$ cat src/rtl/mcycle_muldiv.sv
// Multi-cycle signed/unsigned multiply and restoring divide with a Start/Busy/Done handshake.
// Optional build macro MCYCLE_EARLY_TERM_EN: MUL finishes as soon as the remaining multiplier bits are zero.
module mcycle_muldiv #(
    parameter int WIDTH = 32
) (
    input  logic             CLK,
    input  logic             Reset,
    input  logic             Start,
    input  logic [1:0]       MCycleOp,
    input  logic [WIDTH-1:0] Operand1,
    input  logic [WIDTH-1:0] Operand2,
    output logic [WIDTH-1:0] Result1,
    output logic [WIDTH-1:0] Result2,
    output logic             Busy,
    output logic             Done,
    output logic             DivByZero
);

    // state     | meaning
    // S_IDLE    | waiting for Start
    // S_COMPUTE | one shift-add / restoring-divide iteration per cycle
    // S_DONE    | results valid, Done pulse; Start here is accepted back-to-back

    localparam int CNT_W = $clog2(WIDTH) + 1;

    typedef enum logic [1:0] {
        S_IDLE,
        S_COMPUTE,
        S_DONE
    } state_t;

    state_t state, state_n;

    logic                 accept;
    logic                 div_zero;
    logic                 last_iter;
    logic                 s1, s2;
    logic [WIDTH-1:0]     mag1, mag2;

    logic                 op_div;
    logic                 sign_q;
    logic                 sign_r;
    logic [CNT_W-1:0]     cnt;
    logic [2*WIDTH-1:0]   acc;
    logic [2*WIDTH-1:0]   mcand;
    logic [WIDTH-1:0]     mplier;
    logic [WIDTH-1:0]     rem;
    logic [WIDTH-1:0]     quo;
    logic [WIDTH-1:0]     divisor;

    logic [2*WIDTH-1:0]   acc_add;
    logic [WIDTH-1:0]     mplier_sh;
    logic [WIDTH:0]       div_shift;
    logic [WIDTH:0]       div_diff;
    logic                 div_ge;
    logic [WIDTH-1:0]     rem_n;
    logic [WIDTH-1:0]     quo_n;
    logic [2*WIDTH-1:0]   prod_fix;
    logic [WIDTH-1:0]     quo_fix;
    logic [WIDTH-1:0]     rem_fix;

    assign accept   = Start && (state != S_COMPUTE);
    assign div_zero = MCycleOp[1] && (Operand2 == '0);
    assign s1       = MCycleOp[0] && Operand1[WIDTH-1];
    assign s2       = MCycleOp[0] && Operand2[WIDTH-1];
    assign mag1     = s1 ? -Operand1 : Operand1;
    assign mag2     = s2 ? -Operand2 : Operand2;

    // Multiplicand shifts left instead of shifting the accumulator right, so an
    // early stop leaves the product already in its final position.
    assign acc_add   = mplier[0] ? acc + mcand : acc;
    assign mplier_sh = mplier >> 1;

    // Partial remainder is kept below the divisor, so bit WIDTH of the difference is the borrow.
    assign div_shift = {rem, quo[WIDTH-1]};
    assign div_diff  = div_shift - {1'b0, divisor};
    assign div_ge    = ~div_diff[WIDTH];
    assign rem_n     = div_ge ? div_diff[WIDTH-1:0] : div_shift[WIDTH-1:0];
    assign quo_n     = {quo[WIDTH-2:0], div_ge};

    assign prod_fix = sign_q ? -acc_add : acc_add;
    assign quo_fix  = sign_q ? -quo_n : quo_n;
    assign rem_fix  = sign_r ? -rem_n : rem_n;

`ifdef MCYCLE_EARLY_TERM_EN
    assign last_iter = op_div ? (cnt == CNT_W'(WIDTH - 1)) : (mplier_sh == '0);
`else
    assign last_iter = (cnt == CNT_W'(WIDTH - 1));
`endif

    always_ff @(posedge CLK or posedge Reset) begin
        if (Reset) begin
            state <= S_IDLE;
        end else begin
            state <= state_n;
        end
    end

    always_comb begin
        state_n = state;
        case (state)
            S_IDLE, S_DONE: begin
                if (accept) begin
                    state_n = div_zero ? S_DONE : S_COMPUTE;
                end else if (state == S_DONE) begin
                    state_n = S_IDLE;
                end
            end
            S_COMPUTE: begin
                if (last_iter) begin
                    state_n = S_DONE;
                end
            end
            default: state_n = S_IDLE;
        endcase
    end

    always_ff @(posedge CLK or posedge Reset) begin
        if (Reset) begin
            Result1   <= '0;
            Result2   <= '0;
            Busy      <= 1'b0;
            Done      <= 1'b0;
            DivByZero <= 1'b0;
            op_div    <= 1'b0;
            sign_q    <= 1'b0;
            sign_r    <= 1'b0;
            cnt       <= '0;
            acc       <= '0;
            mcand     <= '0;
            mplier    <= '0;
            rem       <= '0;
            quo       <= '0;
            divisor   <= '0;
        end else begin
            Busy <= (state_n == S_COMPUTE);
            Done <= (state_n == S_DONE);
            if (accept) begin
                op_div    <= MCycleOp[1];
                sign_q    <= s1 ^ s2;
                sign_r    <= s1;
                cnt       <= '0;
                acc       <= '0;
                mcand     <= {{WIDTH{1'b0}}, mag1};
                mplier    <= mag2;
                rem       <= '0;
                quo       <= mag1;
                divisor   <= mag2;
                DivByZero <= div_zero;
                if (div_zero) begin
                    Result1 <= '1;
                    Result2 <= Operand1;
                end
            end else if (state == S_COMPUTE) begin
                cnt <= cnt + CNT_W'(1);
                if (op_div) begin
                    rem <= rem_n;
                    quo <= quo_n;
                    if (last_iter) begin
                        Result1 <= quo_fix;
                        Result2 <= rem_fix;
                    end
                end else begin
                    acc    <= acc_add;
                    mcand  <= mcand << 1;
                    mplier <= mplier_sh;
                    if (last_iter) begin
                        Result1 <= prod_fix[WIDTH-1:0];
                        Result2 <= prod_fix[2*WIDTH-1:WIDTH];
                    end
                end
            end
        end
    end

endmodule

$ cat config.mk
export PLATFORM = sky130hd
export DESIGN_NAME = mcycle_muldiv
export DESIGN_NICKNAME = d
export VERILOG_FILES = /design/src/rtl/mcycle_muldiv.sv
export SDC_FILE = /design/constraint.sdc
export NUM_CORES = 1
export LEC_CHECK = 0
export CELL_PAD_IN_SITES_DETAIL_PLACEMENT = 1
export CELL_PAD_IN_SITES_GLOBAL_PLACEMENT = 2
export CORE_UTILIZATION = 40
export DETAILED_ROUTE_END_ITERATION = 16
export PLACE_DENSITY_LB_ADDON = 0.1
export SLEW_MARGIN = 20
export SYNTH_ARGS = -nofsm -noshare
export SYNTH_HDL_FRONTEND = slang
export SYNTH_SLANG_ARGS = --single-unit
$ cat constraint.sdc
create_clock -name CLK -period 22.6 [get_ports CLK]
set_input_delay 4.52 -clock CLK [delete_from_list [all_inputs] [get_ports CLK]]
set_output_delay 4.52 -clock CLK [all_outputs]
set_load 0.02 [all_outputs]
==> results of run 1 <==
power by group through the flow:
stage / clock, mW / combinational (mW) / sequential, mW
floorplan: 0 / 2.65 / 1.08
global placement: 0 / 3.86 / 1.16
detailed placement: 0 / 3.96 / 1.17
CTS: 0.741 / 3.99 / 1.16
global route: 0.761 / 4.35 / 1.20
finish: 0.730 / 4.04 / 1.17
metal layers:
layer / track usage / wire [um]
met1: 0.462 / 52500
met3: 0.0413 / 5780
met2: 0.571 / 56000
met4: 0.126 / 4490
met5: 0 / 43
worst reg2reg max path: stages, from the launching register on:
cell and delay (ps):
sky130_fd_sc_hd__dfrtp_1 470, sky130_fd_sc_hd__inv_1 80, sky130_fd_sc_hd__ha_1 460, sky130_fd_sc_hd__and2_1 260, sky130_fd_sc_hd__nand3_1 300, sky130_fd_sc_hd__a21o_1 360
sky130_fd_sc_hd__a2111oi_2 480, sky130_fd_sc_hd__o21a_1 170, sky130_fd_sc_hd__buf_4 190, sky130_fd_sc_hd__nor2_2 70, sky130_fd_sc_hd__inv_1 210, sky130_fd_sc_hd__nor2_1 70
sky130_fd_sc_hd__a21oi_1 500, sky130_fd_sc_hd__ha_1 330, sky130_fd_sc_hd__nor3b_1 220, sky130_fd_sc_hd__nand2_1 120, sky130_fd_sc_hd__nor3_1 400, sky130_fd_sc_hd__nand2_1 120
sky130_fd_sc_hd__a21oi_1 140, sky130_fd_sc_hd__a31oi_1 120, sky130_fd_sc_hd__or4_1 660, sky130_fd_sc_hd__o21ai_0 290, sky130_fd_sc_hd__xor2_1 130, sky130_fd_sc_hd__a221oi_1 310
sky130_fd_sc_hd__nand3_1 120
through the flow:
step | cells | util
finish | 4245 | 0.460
global route | 4245 | 0.460
CTS | 4244 | 0.460
global placement | 4165 | 0.437
floorplan | 3334 | -
detailed placement | 4165 | 0.437
state kept, by name, summed over array words and instances (netlist names):
signal,flops
cnt,6
sign_r,1
quo,32
Busy,1
DivByZero,1
sign_q,1
mcand,64
acc,64
Result2,32
Done,1
Result1,32
mplier,32
state,2
divisor,32
rem,32
op_div,1
layout by cell type (no fill, tap or decap), drive strengths merged, types with 52 or more instances in the layout:
cell type and instances:
nand4 62, a22o 59, clkdlybuf4s50 135, inv 91
nor2 286, ha 101, a31oi 56, a221o 67
nand2 378, clkbuf 66, a21o 57, o21ai 283
dfrtp 334, nor3 97, nand3 52, xnor2 90
a21oi 252, xor2 80, or3 56
layout make-up:
class | count | area (um^2)
Inverter | 92 | 353
Fill cell | 7839 | 35600
Multi-Input combinational cell | 2690 | 17300
Clock inverter | 13 | 161
Clock buffer | 66 | 1320
Tap cell | 864 | 1080
Timing Repair Buffer | 186 | 1750
Sequential cell | 334 | 8360
kinds of logic (layout without fill, tap and decap cells):
kind of cell    count (synthesis)  in the layout  share of synthesized area
compound gates               1183           1183                      0.301
xor+xnor                      170            170                     0.0555
fa+ha+maj                     103            103                     0.0486
buf+inv                       310            357                     0.0452
flops                         334            334                      0.312
mux                            62             62                     0.0237
simple gates                 1172           1172                      0.214
worst max-delay path by stage:
stage                       startpoint          end  slack (ps)  cells after the start
after floorplan                  Reset         Busy        8830                      1
after global placement    Operand2[15]  Result2[25]       13850                     15
after detailed placement  Operand2[15]  Result2[25]       13740                     15
after CTS                 Operand2[15]  Result2[25]       14380                     15
after global routing      Operand2[15]  Result2[25]       13970                     15
final                     Operand2[15]  Result2[25]       14390                     15
==> impl_results.rst, run 1 <==
.. list-table::
   :header-rows: 1

   * - Metric
     - Value
   * - Total global routing overflow
     - 0
   * - Final total power
     - 5.94 mW
   * - List of cells traversed by the critical path
     - clkdlybuf4s50_1 > or3_1 > or3_1 > or3_1 > or3_1 > nor3_1 > nand3_1 > nor3_1 > buf_4 > o22a_2 > buf_4 > nand3_1 > o21ai_0 > a31oi_1 > a21o_1
   * - Capture instance of the worst register-to-register path
     - Result2[26]
   * - Vias in the first global route
     - 28200
   * - Detail-routed net length per standard cell
     - 28.0 um
   * - Number of flops mapped to enable cells by yosys
     - 0
   * - Final slew viol count
     - 0
   * - Top post-synthesis cells by area
     - sky130_fd_sc_hd__dfrtp_1, sky130_fd_sc_hd__nand2_1, sky130_fd_sc_hd__o21ai_0
   * - Combined area of all synthesized cells
     - 26800 um^2
   * - Final hold viol count
     - 0
   * - PostCTS Resize Cnt
     - 0
   * - Final total negative setup slack
     - 0 ps
   * - DRC
     - 5
   * - Number of nets still failing antenna checks after routing
     - 0
   * - Pin slew with the least headroom to its limit
     - 1120 ps
   * - Worst VDD drop
     - 0.0871 mV
   * - Number of register bits inferred by synthesis
     - 334
   * - Top cells by instance count after synthesis
     - sky130_fd_sc_hd__nand2_1, sky130_fd_sc_hd__dfrtp_1, sky130_fd_sc_hd__nor2_1, sky130_fd_sc_hd__o21ai_0, sky130_fd_sc_hd__a21oi_1
   * - Number of distinct standard cells referenced by the synthesized netlist
     - 109
   * - Final setup vio count
     - 0
   * - Placed standard-cell area
     - 28800 um^2
   * - Power density of the placed cells
     - 196 nW/um^2
   * - TritonCTS clock tree
     - built
   * - Result of the run
     - finished, violations left
   * - Final Cell Area
     - 30400 um^2
   * - Area grow syn2layout
     - 13.2%
   * - Fraction of power consumed by the clock network
     - 0.123
   * - Worst Setup Slack post-DPL
     - 13740 ps
   * - Headroom to the max-slew limit
     - 0.249
   * - Antenna violations before repair
     - 4
   * - Synthesized instance count
     - 3334
   * - Type of the setup path with the least slack
     - in -> reg
   * - Final wirelength
     - 119000 um
   * - Net count reported at finish
     - 3520
   * - Async S/R FF share, synth
     - 1.00
   * - Data required time of the worst path
     - 23090 ps
   * - Boundary pin count
     - 136
   * - Switching Power
     - 3.26 mW
   * - H-tree depth reported by CTS
     - 2
   * - Minimum clock period after layout
     - 8210 ps
   * - Core Rows
     - 94
   * - Last weighted congestion value of the routability-driven placer
     - 0.969
   * - Nature of the critical path endpoint
     - register
   * - Clock transition at the registers of the reported paths
     - 60 ps
   * - Total number of clock tree sinks
     - 334
   * - Hold Path End
     - mplier[31]
   * - Reg2reg setup slack
     - 15890 ps
   * - Violations in the final reports
     - design-rule violations
   * - Total iterations of the first detailed-routing run
     - 13
   * - Worst Clk Skew
     - 25.2 ps
   * - Unrepaired setup endpoints after global routing
     - false
   * - Critical path startpoint category
     - input port
   * - Maximum number of pins on one net before global-route repair
     - 92
   * - Least setup slack across all paths after layout
     - 14390 ps
   * - CP Data Arrival Time
     - 8700 ps
   * - Worst path top cell family by delay
     - simple AND/OR/NAND/NOR gates
   * - Crit path largest cell delay
     - 620 ps
   * - Number of antenna repair diodes
     - 0
   * - Worst Path Max Fanout
     - 73
   * - Share of total power in combinational logic
     - 0.680
   * - Start point of the worst hold path
     - mplier[31]
   * - Hold-fix buffers, CTS
     - 0
   * - First-pass GRT wire length
     - 180000 um
   * - Max_cap viols
     - 0
   * - Highest-delay cell along the critical path
     - sky130_fd_sc_hd__buf_4
   * - Number of vias after detailed routing
     - 27800
   * - Most repeated library cell on the critical path
     - sky130_fd_sc_hd__or3_1
   * - Post-CTS setup repair buffer count
     - 0
   * - Net count after synthesis
     - 3506
   * - IO Port Bufs
     - 135
   * - Beginning of the worst register-to-register path
     - divisor[5]
   * - Tightest hold margin
     - 476 ps
   * - Achievable Freq
     - 122 MHz
   * - Warning count from the yosys run
     - 0
   * - Sw Share
     - 0.549
   * - Total GRT Usage
     - 0.346
   * - CORE AREA
     - 66000 um^2
   * - Vias per cell
     - 6.55
   * - Skew-Pair Late Insertion Delay
     - 600 ps
   * - Synth area leader
     - sky130_fd_sc_hd__dfrtp_1
   * - Length in cells of the worst reg-to-reg path
     - 24
   * - Share of the synthesized area in the top cell type
     - 0.312
   * - Worst hold path cell count
     - 1
   * - Share of power burned in registers
     - 0.197
   * - Worst min-delay path class
     - reg -> reg
   * - Height of the chip
     - 261 um
   * - Number of buffers added by the clock tree synthesis step
     - 44
   * - Internal Dissipation
     - 2.68 mW
   * - Period Utilization, post-route
     - 0.363
   * - Root buffer cell
     - sky130_fd_sc_hd__clkbuf_16
   * - Number of buffers and inverters on the critical path
     - 3
   * - Effective utilization at floorplan
     - 0.406
   * - Sequential element share of the synthesized area
     - 0.312
   * - Most frequently used cell type in the post-synthesis netlist
     - sky130_fd_sc_hd__nand2_1
   * - Most used DFF post-synth
     - sky130_fd_sc_hd__dfrtp_1
   * - Ratio of cells with drive above 1 in the final layout
     - 0.0597
   * - Average cell area after synthesis
     - 8.04 um^2
   * - Maximum root-to-sink buffer count
     - 3
   * - Leak pwr
     - 12.3 nW
   * - Post-DP HPWL
     - 91400 um
   * - Die width
     - 261 um
   * - Overall die area
     - 68100 um^2
   * - Number of DRC markers after the initial detailed-route iteration
     - 2096
(Power assumes the default switching activity.)
==> run 2, diff against run 1 <==
Settings changed: CORE_UTILIZATION 40 to 38.
Clock period 22.6 ns to 8.6 ns, I/O delays scaled along.
==> impl_results.rst, run 2 (synthesized netlist as in run 1, its figures left out) <==
.. list-table::
   :header-rows: 1

   * - Metric
     - Value
   * - Result of the run
     - finished, final reports clean (was finished, violations left)
   * - Tightest hold margin
     - 473 ps (was 476 ps)
   * - Boundary pin count
     - 136 (unchanged)
   * - Total iterations of the first detailed-routing run
     - 7 (was 13)
   * - DRC
     - 0 (was 5)
   * - Number of nets still failing antenna checks after routing
     - 0 (unchanged)
   * - Total GRT Usage
     - 0.339 (was 0.346)
   * - Root buffer cell
     - sky130_fd_sc_hd__clkbuf_16 (unchanged)
   * - Die width
     - 268 um (was 261 um)
   * - Vias in the first global route
     - 28000 (was 28200)
   * - Final hold viol count
     - 0 (unchanged)
   * - Worst Setup Slack post-DPL
     - 2160 ps (was 13740 ps)
   * - Worst VDD drop
     - 0.223 mV (was 0.0871 mV)
   * - Area grow syn2layout
     - 13.6% (was 13.2%)
   * - Worst hold path cell count
     - 1 (unchanged)
   * - Critical path startpoint category
     - register (was input port)
   * - Detail-routed net length per standard cell
     - 28.4 um (was 28.0 um)
   * - Hold-fix buffers, CTS
     - 0 (unchanged)
   * - Stages on worst setup path
     - 22 (was 15)
   * - PostCTS Resize Cnt
     - 0 (unchanged)
   * - Net count reported at finish
     - 3518 (was 3520)
   * - Power density of the placed cells
     - 517 nW/um^2 (was 196 nW/um^2)
   * - Most frequent standard cell in the layout excluding fill and tap cells
     - sky130_fd_sc_hd__nand2_1 (unchanged)
   * - Crit path largest cell delay
     - 670 ps (was 620 ps)
   * - Fraction of power consumed by the clock network
     - 0.125 (was 0.123)
   * - Height of the chip
     - 268 um (was 261 um)
   * - Worst Path Max Fanout
     - 11 (was 73)
   * - Core Rows
     - 97 (was 94)
   * - Antenna violations before repair
     - 3 (was 4)
   * - Final slew viol count
     - 0 (unchanged)
   * - Number of buffers added by the clock tree synthesis step
     - 45 (was 44)
   * - Skew-Pair Late Insertion Delay
     - 620 ps (was 600 ps)
   * - TritonCTS clock tree
     - built (unchanged)
   * - CP Data Arrival Time
     - 7040 ps (was 8700 ps)
   * - Switching Power
     - 8.67 mW (was 3.26 mW)
   * - Start point of the worst hold path
     - divisor[8] (was mplier[31])
   * - Total number of clock tree sinks
     - 334 (unchanged)
   * - Nature of the critical path endpoint
     - register (unchanged)
   * - Highest-delay cell along the critical path
     - sky130_fd_sc_hd__or4_1 (was sky130_fd_sc_hd__buf_4)
   * - Last weighted congestion value of the routability-driven placer
     - 0.932 (was 0.969)
   * - Ratio of cells with drive above 1 in the final layout
     - 0.0595 (was 0.0597)
   * - Unrepaired setup endpoints after global routing
     - false (unchanged)
   * - Largest registers
     - acc (64), mcand (64) (unchanged)
   * - Share of power burned in registers
     - 0.193 (was 0.197)
   * - H-tree depth reported by CTS
     - 2 (unchanged)
   * - Final setup vio count
     - 0 (unchanged)
   * - Final wirelength
     - 123000 um (was 119000 um)
   * - Final total negative setup slack
     - 0 ps (unchanged)
   * - Effective utilization at floorplan
     - 0.383 (was 0.406)
   * - Maximum number of pins on one net before global-route repair
     - 131 (was 92)
   * - Internal Dissipation
     - 7.06 mW (was 2.68 mW)
   * - Type of the setup path with the least slack
     - reg -> reg (was in -> reg)
   * - Length in cells of the worst reg-to-reg path
     - 22 (was 24)
   * - Headroom to the max-slew limit
     - 0.284 (was 0.249)
   * - Most repeated library cell on the critical path
     - sky130_fd_sc_hd__nand2_1 (was sky130_fd_sc_hd__or3_1)
   * - Post-DP HPWL
     - 94900 um (was 91400 um)
   * - Worst Clk Skew
     - 38.6 ps (was 25.2 ps)
   * - Max_cap viols
     - 0 (unchanged)
   * - First-pass GRT wire length
     - 184000 um (was 180000 um)
   * - Post-CTS setup repair buffer count
     - 0 (unchanged)
   * - Total global routing overflow
     - 0 (unchanged)
   * - IO Port Bufs
     - 135 (unchanged)
   * - CORE AREA
     - 69900 um^2 (was 66000 um^2)
   * - Sw Share
     - 0.551 (was 0.549)
   * - Overall die area
     - 71600 um^2 (was 68100 um^2)
   * - Commonest non-fill, non-tap cells in the layout
     - sky130_fd_sc_hd__nand2_1, sky130_fd_sc_hd__dfrtp_1, sky130_fd_sc_hd__nor2_1 (unchanged)
   * - Origin of the worst setup path
     - rem[4] (was Operand2[15])
   * - Number of buffers and inverters on the critical path
     - 1 (was 3)
   * - Pin slew with the least headroom to its limit
     - 1070 ps (was 1120 ps)
   * - Number of vias after detailed routing
     - 28000 (was 27800)
   * - Least setup slack across all paths after layout
     - 2030 ps (was 14390 ps)
   * - Data required time of the worst path
     - 9080 ps (was 23090 ps)
   * - Share of total power in combinational logic
     - 0.682 (was 0.680)
   * - Leak pwr
     - 12.3 nW (about the same)
   * - Worst min-delay path class
     - reg -> reg (unchanged)
   * - Vias per cell
     - 6.48 (was 6.55)
   * - Filler Cell Count
     - 8320 (was 7839)
   * - Minimum clock period after layout
     - 6570 ps
   * - Number of DRC markers after the initial detailed-route iteration
     - 2043 (was 2096)
   * - List of cells traversed by the critical path
     - ha_1 > and2_1 > nand3_1 > a21o_1 > a2111oi_2 > o21a_1 > nor2_2 > inv_1 > nor2_1 > a21oi_1 > ha_1 > nor3b_1 > nand2_1 > nor3_1 > nand2_1 > a21oi_1 > a31oi_1 > or4_1 > nand2_1 > xor2_1 > o211ai_1 > o32a_1 (was clkdlybuf4s50_1 > or3_1 > or3_1 > or3_1 > or3_1 > nor3_1 > nand3_1 > nor3_1 > buf_4 > o22a_2 > buf_4 > nand3_1 > o21ai_0 > a31oi_1 > a21o_1)
   * - Period Utilization, post-route
     - 0.764
   * - Beginning of the worst register-to-register path
     - rem[4] (was divisor[5])
   * - Maximum root-to-sink buffer count
     - 3 (unchanged)
   * - Achievable Freq
     - 152 MHz
   * - Worst path top cell family by delay
     - simple AND/OR/NAND/NOR gates (unchanged)
   * - Clock transition at the registers of the reported paths
     - 60 ps (about the same)
   * - Reg2reg setup slack
     - 2030 ps (was 15890 ps)
run 2: stage by stage:
stage | total power, mW | cell area, um^2 | utilization | instances
2_1_floorplan | 9.80 | 26800 | - | 3334
3_3_place_gp | 13.3 | 28900 | 0.414 | 4239
3_5_place_dp | 13.5 | 28900 | 0.414 | 4239
4_1_cts | 15.6 | 30500 | 0.436 | 4320
5_1_grt | 16.7 | 30500 | 0.436 | 4320
6_report | 15.7 | 30500 | 0.436 | 4322
run 2: area by class of cell:
cell class / count / area [um^2] / area share
multi-input cells: 2690 / 17300 / 0.569
flip-flops and latches: 334 / 8360 / 0.275
repair buffers: 183 / 1740 / 0.0570
clock buffers: 64 / 1310 / 0.0430
well taps: 940 / 1180 / 0.0386
inverters: 92 / 349 / 0.0115
clock inverters: 17 / 200 / 0.00657
diodes: 2 / 5.00 / 0.000164
run 2: path summary, 6_finish.rpt:
kind                               end
setup / recovery           Result2[24]
hold reg to reg             divisor[8]
hold / removal              divisor[8]
setup reg to reg           Result2[24]
min in group asynchronous       quo[1]
max in group asynchronous     mcand[9]
run 2: metal layers:
layer	routed length, um	global-route usage	vias to the layer above
met3	6040	0.0329	184
met4	3750	0.0998	2
met1	55500	0.468	14400
li1	-	-	12600
met5	12	0	-
met2	57500	0.559	848
run 2: power groups by stage:
stage          Sequential (mW)  Combinational, mW  Clock [mW]
6_report                  3.03               10.7        1.97
3_3_place_gp              2.99               10.3           0
5_1_grt                   3.09               11.6        2.05
2_1_floorplan             2.84               6.96           0
4_1_cts                   3.00               10.6        2.00
3_5_place_dp              3.02               10.5           0
